===== src/rtl/mux3_1_pkg.sv =====
// mux3_1_pkg: shared definitions for the three-input selector.
//   sel_t          2-bit select type
//   SEL_IN0..2     select codes for the three data sources
//   SEL_RSVD       reserved select code, flagged as an error
//   is_rsvd()      true when a select value is the reserved code
package mux3_1_pkg;

  typedef logic [1:0] sel_t;

  localparam sel_t SEL_IN0  = 2'b00;
  localparam sel_t SEL_IN1  = 2'b01;
  localparam sel_t SEL_IN2  = 2'b10;
  localparam sel_t SEL_RSVD = 2'b11;

  function automatic logic is_rsvd(input sel_t s);
    return (s == SEL_RSVD);
  endfunction

endpackage


===== src/rtl/mux3_1_if.sv =====
// mux3_1_if: data/select bus of the three-input selector.
//   in0, in1, in2  data sources (WIDTH bits)
//   sel            source select (sel_t)
//   out            selected data (WIDTH bits)
//   sel_err        registered illegal-select pulse
//   err_cnt        saturating illegal-select count (CNT_W bits)
// Modports: master drives sources/select, slave is the selector.
interface mux3_1_if #(
  parameter int unsigned WIDTH = 1,
  parameter int unsigned CNT_W = 8
);
  import mux3_1_pkg::*;

  logic [WIDTH-1:0] in0;
  logic [WIDTH-1:0] in1;
  logic [WIDTH-1:0] in2;
  sel_t             sel;
  logic [WIDTH-1:0] out;
  logic             sel_err;
  logic [CNT_W-1:0] err_cnt;

  modport master (
    output in0, in1, in2, sel,
    input  out, sel_err, err_cnt
  );

  modport slave (
    input  in0, in1, in2, sel,
    output out, sel_err, err_cnt
  );

endinterface


===== src/rtl/mux3_1_err_cnt.sv =====
// mux3_1_err_cnt: saturating event counter.
//   clk   system clock, counts on rising edge
//   rst   asynchronous active-high clear
//   inc   count enable for this edge
//   cnt   current count; holds at all-ones, never wraps
module mux3_1_err_cnt #(
  parameter int unsigned CNT_W = 8
) (
  input  logic             clk,
  input  logic             rst,
  input  logic             inc,
  output logic [CNT_W-1:0] cnt
);

  always_ff @(posedge clk or posedge rst) begin
    if (rst) begin
      cnt <= '0;
    end else if (inc && (cnt != '1)) begin
      cnt <= cnt + CNT_W'(1);
    end
  end

endmodule


===== src/rtl/mux3_1.sv =====
// mux3_1: three-input WIDTH-bit selector with illegal-select detection.
//   clk   system clock
//   rst   asynchronous active-high reset
//   bus   mux3_1_if.slave: in0/in1/in2/sel in, out/sel_err/err_cnt out
// sel 00/01/10 picks in0/in1/in2; the reserved code 11 yields zeros,
// raises sel_err for the following cycle and bumps err_cnt.
// Build option MUX3_1_OUT_REG_EN: when defined, out is registered
// (1-cycle latency, reset to 0); otherwise out is combinational.
module mux3_1
  import mux3_1_pkg::*;
#(
  parameter int unsigned WIDTH = 1,
  parameter int unsigned CNT_W = 8
) (
  input  logic     clk,
  input  logic     rst,
  mux3_1_if.slave  bus
);

  logic [WIDTH-1:0] mux_out;
  logic             rsvd;
  logic             sel_err_q;
  logic [CNT_W-1:0] cnt;

  assign rsvd = is_rsvd(bus.sel);

  always_comb begin
    mux_out = '0;
    case (bus.sel)
      SEL_IN0: mux_out = bus.in0;
      SEL_IN1: mux_out = bus.in1;
      SEL_IN2: mux_out = bus.in2;
      default: mux_out = '0;
    endcase
  end

`ifdef MUX3_1_OUT_REG_EN
  logic [WIDTH-1:0] out_q;

  always_ff @(posedge clk or posedge rst) begin
    if (rst) begin
      out_q <= '0;
    end else begin
      out_q <= mux_out;
    end
  end

  assign bus.out = out_q;
`else
  assign bus.out = mux_out;
`endif

  always_ff @(posedge clk or posedge rst) begin
    if (rst) begin
      sel_err_q <= 1'b0;
    end else begin
      sel_err_q <= rsvd;
    end
  end

  mux3_1_err_cnt #(
    .CNT_W (CNT_W)
  ) u_err_cnt (
    .clk (clk),
    .rst (rst),
    .inc (rsvd),
    .cnt (cnt)
  );

  assign bus.sel_err = sel_err_q;
  assign bus.err_cnt = cnt;

endmodule


===== src/flat_wrapper.sv =====
// flat-port wrapper written by rule: the top's interface ports become plain ports
module mux3_1_flat import mux3_1_pkg::*;
#(
  parameter int unsigned WIDTH = 1,
  parameter int unsigned CNT_W = 8
)
  (clk, rst, bus_in0, bus_in1, bus_in2, bus_sel, bus_out, bus_sel_err, bus_err_cnt);
  mux3_1_if #(.WIDTH(WIDTH), .CNT_W(CNT_W)) bus_i ();
  input  logic clk;
  input  logic rst;
  input wire logic [$bits(bus_i.in0)-1:0] bus_in0;
  input wire logic [$bits(bus_i.in1)-1:0] bus_in1;
  input wire logic [$bits(bus_i.in2)-1:0] bus_in2;
  input wire logic [$bits(bus_i.sel)-1:0] bus_sel;
  output wire logic [$bits(bus_i.out)-1:0] bus_out;
  output wire logic [$bits(bus_i.sel_err)-1:0] bus_sel_err;
  output wire logic [$bits(bus_i.err_cnt)-1:0] bus_err_cnt;
  assign bus_i.in0 = bus_in0;
  assign bus_i.in1 = bus_in1;
  assign bus_i.in2 = bus_in2;
  assign bus_i.sel = bus_sel;
  assign bus_out = bus_i.out;
  assign bus_sel_err = bus_i.sel_err;
  assign bus_err_cnt = bus_i.err_cnt;
  mux3_1 #(.WIDTH(WIDTH), .CNT_W(CNT_W)) u_core (.clk(clk), .rst(rst), .bus(bus_i));
endmodule

===== config.mk =====
export PLATFORM = sky130hd
export DESIGN_NAME = mux3_1_flat
export DESIGN_NICKNAME = d
export VERILOG_FILES = /design/src/rtl/mux3_1_pkg.sv /design/src/rtl/mux3_1_if.sv /design/src/rtl/mux3_1_err_cnt.sv /design/src/rtl/mux3_1.sv /design/src/flat_wrapper.sv
export SDC_FILE = /design/constraint.sdc
export NUM_CORES = 1
export LEC_CHECK = 0
export ABC_AREA = 1
export BUFFER_PORTS_ARGS = -buffer_cell sky130_fd_sc_hd__clkbuf_2
export CORE_AREA = 2 2 39 41
export CTS_BUF_LIST = sky130_fd_sc_hd__clkbuf_4 sky130_fd_sc_hd__clkbuf_8
export DETAILED_ROUTE_END_ITERATION = 10
export DIE_AREA = 0 0 41 43
export PLACE_DENSITY = 0.66
export SYNTH_ARGS = -nofsm -noshare
export SYNTH_HDL_FRONTEND = slang
export SYNTH_SLANG_ARGS = --single-unit
export TNS_END_PERCENT = 10

===== constraint.sdc =====
create_clock -name clk -period 1.54 [get_ports clk]
set_clock_uncertainty 0.15 [all_clocks]
set_input_delay 0 -clock clk [delete_from_list [all_inputs] [get_ports clk]]
set_output_delay 0 -clock clk [all_outputs]
set_load 0.01 [all_outputs]

Word-level counts from Yosys, hierarchy flattened
Cells that the tools add are included.
{"block": "totals", "latchBits": 0, "out_inout_bits": 10, "register_bits": 9, "mem_bits_ro": 0, "mem_bits_rw": 0, "memories": 0, "input_bits": 7}
{"block": "classes", "reduce_logical": 2, "n_mux": 1, "div": 0, "mul": 0, "magnitude_cmp": 0, "n_bitwise": 0, "shifts": 0, "eq_ne": 4, "addsub": 1}
{"op": "8-bit by 1-bit adder with 8-bit output (second input constant)", "n": 1}
{"op": "8-bit != test (second input constant)", "n": 1}
{"op": "2-bit equality test (second input constant)", "n": 2}
{"op": "1-bit case mux with 3 select lines", "n": 1}
{"op": "2-bit by 1-bit equality test with 1-bit output (second input constant)", "n": 1}
{"op": "2-bit logical NOT", "n": 1}
{"op": "1-bit logical AND", "n": 1}

Depth between registers and ports, before layout
{"block": "logic_depth", "depth_word": 2, "mapped_depth": 8}

Modules after synthesis
Synthesis repeated with hierarchy kept, for this count alone.
{"block": "hier_totals", "hier_cells": 73, "hier_area_um2": 536.8}
{"mod": "mux3_1_err_cnt", "n_inst": 1, "cells_per_inst": 63, "area_each_um2": 473.0}
{"mod": "mux3_1", "n_inst": 1, "cells_per_inst": 10, "area_each_um2": 63.8}

Least setup slack after synthesis
No wires, ideal clock.
{"block": "synth_path", "path_kind": "register to register", "start": "register u_core.u_err_cnt.cnt[0]", "end": "register u_core.u_err_cnt.cnt[3]", "path_slack_ns": 0.098, "stages_incl_launch_ff": 9, "t_arrival_ns": 1.176, "path_cell_list": "dfrtp_1 ha_1 nand2_1 nor2_2 nand2_4 nand2_8 inv_4 nand2_1 nand2_1"}
{"block": "synth_between", "elab_chain_len": 2, "elab_cells_between_ends": 3}
{"item": "start, declared", "line_no": "mux3_1_err_cnt.sv:12", "text": "output logic [CNT_W-1:0] cnt"}
{"item": "start signal, assigned", "line_no": "mux3_1_err_cnt.sv:19", "text": "cnt <= cnt + CNT_W'(1);"}
{"item": "branches (longest 2 deep; another with 8-bit by 1-bit adder with 8-bit output)"}
Parallel ways; which one is timed is not known.
A chain may end at the register's enable or synchronous reset.

Worst setup path after layout
{"block": "layout_path", "start": "input port bus_sel[0]", "end": "register u_core.sel_err_q, in the netlist u_core.bus.sel_err"}
{"block": "layout_between", "elab_chain_len": 1}
{"item": "start, declared", "line_no": "flat_wrapper.sv:14", "text": "input wire logic [$bits(bus_i.sel)-1:0] bus_sel;"}
{"item": "2-bit equality test", "line_no": "mux3_1_pkg.sv:16", "text": "return (s == SEL_RSVD);"}
{"item": "named net u_core.rsvd", "line_no": "mux3_1.sv:21", "text": "logic rsvd;"}
{"item": "end signal, assigned", "line_no": "mux3_1.sv:57", "text": "sel_err_q <= rsvd;"}
{"item": "end, declared", "line_no": "mux3_1.sv:22", "text": "logic sel_err_q;"}
The timed path passes the listed nets, and every way through them passes these cells.

==> run metrics <==
run status=finished clean; total via count after detailed routing=532; overall routing resource usage=16.0%; Sink Count=9; relative contribution of the clock network to total power=22.6%; proportion of layout cells with a drive suffix above 1=31.6%; effective utilization at floorplan=39.2%; Yosys warning count=0; site row count=14; combinational group share of total power=32.2%; RSZ-0062 raised after global routing=false; wire length after detailed routing=1160 um; Switching Fraction=37.8%; number of nets with antenna violations after detailed routing=0; Clock Pin Slew Worst Setup and Hold Paths=0.07 ns; Clk Latency, worst-skew pair=0.26 ns; maximum number of buffers from clock root to sink=2; top cell type by total area after synthesis=dfrtp_1; synthesized flop and latch total=9; post-synthesis to final-layout area growth=33.0%; max-capacitance violation count=0; cell count after placement=104; TritonRoute pass-1 iters=5; cell depth of the worst min-delay path=5; count of unique library cells instantiated by Yosys=21; power density over the cells=1140 mW/mm2; drt drc=0; H-tree lvl count=1; antenna violations before repair=0; final core utilization=52.1%; gate count of the mapped netlist=71; die width=41 um; I/O pin count=17; transition time at the pin with the least slew margin=0.345 ns; HPWL after detailed placement=831 um; WL/cell=10.4 um; TritonCTS buffer count=3; largest vdd supply drop=0.810 mV; start-to-end type of the worst setup path=primary input to register; ratio of final minimum period to clock period=93.5%; DR iter-0 viols=9; cell-internal power=512 uW; largest driver fanout on the critical path=4; Crit path arrival time=1.44 ns; Critical Path RT=1.54 ns; Via-to-Cell Ratio=4.79; TritonCTS clock tree=yes; leakage dissipation=0.399 nW; CP endpoint kind=register; Final Hold Violating Endpoints=0; global route overflow=0; ranking of synthesized cells by area=dfrtp_1 (42%), nand2_1 (21%), inv_1 (5.5%), nand2_8 (3.7%), xnor2_1 (3.2%); portion of total power attributed to sequential cells=45.2%; number of setup buffers added after CTS=0; Setup Total Neg Slack=0 ns; fin. max-slew vios=0; final period demand of the worst path=1.44 ns; switching power of the nets=311 uW; post-synthesis sequential area ratio=41.6%; buffer cell driving the clock tree root=clkbuf_4; Startpoint Class=primary input; final count of negative-setup-slack endpoints=0; Hold Path Class=primary input to register; Chip Height=43 um; Final Wtd Congestion=0.779; normalized max-slew margin=77.0%; antenna fix cells=0; share of the synthesized area in the top cell type=41.6%; area of the die=0.00176 mm2; Final Instance Count excl. Fillers=111; cell depth of the worst flop-to-flop path=8; core box area=0.00138 mm2; number of port buffers=16; Mapped Nets=79; cell area after synthesis=542 um2; synthesized area per cell=7.63 um2; pin count of the biggest net entering global routing=10; final layout net count=104; maximum frequency from static timing analysis=694 MHz; global-route wire length before repair=1840 um; via count of the first global-routing pass=434
[per-layer routing]
layer | global-route usage [%] | vias up | part of all wire, %
li1 | - | 268 | -
met4 | 8.00 | 0 | 2.3
met3 | 3.14 | 4 | 6.0
met1 | 20.0 | 235 | 42
met5 | 0 | - | 0
met2 | 25.0 | 25 | 49
[state kept, by name, summed over array words and instances, names as in the netlist]
register and cells:
u_core.u_err_cnt.cnt 8, u_core.bus.sel_err 1
[critical path, cell delays in order]
cell           delay (ns)
dlygate4sd3_1        0.54
clkbuf_2             0.12
nand2_1              0.12
inv_2                0.09
dlygate4sd3_1        0.57
[stage by stage]
step	hold WS, ns	total power, mW	setup slack (ns)	area (um2)
2_1_floorplan	-0.322	0.503	0.0978	542
3_3_place_gp	-0.181	0.606	0.133	649
3_5_place_dp	-0.171	0.606	0.0853	649
4_1_cts	0.0258	0.805	0.0268	707
5_1_grt	0.0624	0.886	0.0272	721
6_report	0.0182	0.823	0.0997	721
[timing repair]
item / in CTS / in global routing
hold buffers: 3 / 0
endpoints found under the setup margin: 0 / 6
hold endpoints to repair: 10 / 0
gates resized for setup: 0 / 3
[area by class of cell]
type	instances	area, um2
Inverter	10	40.0
Clock buffer	3	22.5
Fill cell	131	663
Tap cell	16	20.0
Multi-Input combinational cell	52	289
Timing Repair Buffer	20	118
Clock inverter	1	5.00
Sequential cell	9	226
[power groups by stage]
stage	sequential (mW)	combinational (mW)	clock (mW)
2_1_floorplan	0.377	0.127	0
3_3_place_gp	0.363	0.243	0
3_5_place_dp	0.364	0.242	0
4_1_cts	0.362	0.255	0.188
5_1_grt	0.385	0.299	0.202
6_report	0.372	0.265	0.186
[worst paths after layout]
path / start / slack, ns / end
min reg2reg: u_core.u_err_cnt.cnt[7] / 0.36 / u_core.u_err_cnt.cnt[7]
max in group asynchronous: rst / 0.90 / u_core.u_err_cnt.cnt[1]
min in group asynchronous: rst / 0.07 / u_core.u_err_cnt.cnt[2]
min: bus_sel[1] / 0.02 / u_core.u_err_cnt.cnt[6]
max: bus_sel[0] / 0.1 / u_core.bus.sel_err
max reg2reg: u_core.u_err_cnt.cnt[0] / 0.12 / u_core.u_err_cnt.cnt[1]
[Yosys cell counts]
cell / number
nand3_1: 2
xnor2_1: 2
nand2_4: 1
o211ai_1: 1
nor2_1: 3
a22o_1: 1
xor2_1: 1
nor2_2: 1
nand4_1: 1
nand2_1: 31
nor2_4: 1
inv_2: 1
inv_4: 1
o21ai_0: 2
nand2_8: 1
o21bai_1: 1
nor3_1: 1
dfrtp_1: 9
inv_1: 8
ha_1: 1
nand2_2: 1
[cell usage in the layout, fill, tap and decap left out, types with 2 or more instances in the layout]
cell | netlist | final
nor2_1 | 3 | 3
o21ai_0 | 2 | 2
xnor2_1 | 2 | 2
dlygate4sd3_1 | 0 | 3
clkbuf_2 | 0 | 16
nand3_1 | 2 | 2
clkbuf_4 | 0 | 3
nand2_1 | 31 | 31
dfrtp_1 | 9 | 8
inv_1 | 8 | 8
[cell families after synthesis]
| kind of cell | count (synthesis) | share of synthesized area [%] |
|---|---|---|
| AO/OA/AOI/OAI | 5 | 6.24 |
| XOR/XNOR | 3 | 4.85 |
| adder cells (fa/ha/maj) | 1 | 2.31 |
| buffers and inverters | 10 | 7.39 |
| flip-flops | 9 | 41.6 |
| AND/OR/NAND/NOR | 43 | 37.6 |
Note: power is estimated with default switching activity, not from simulation.
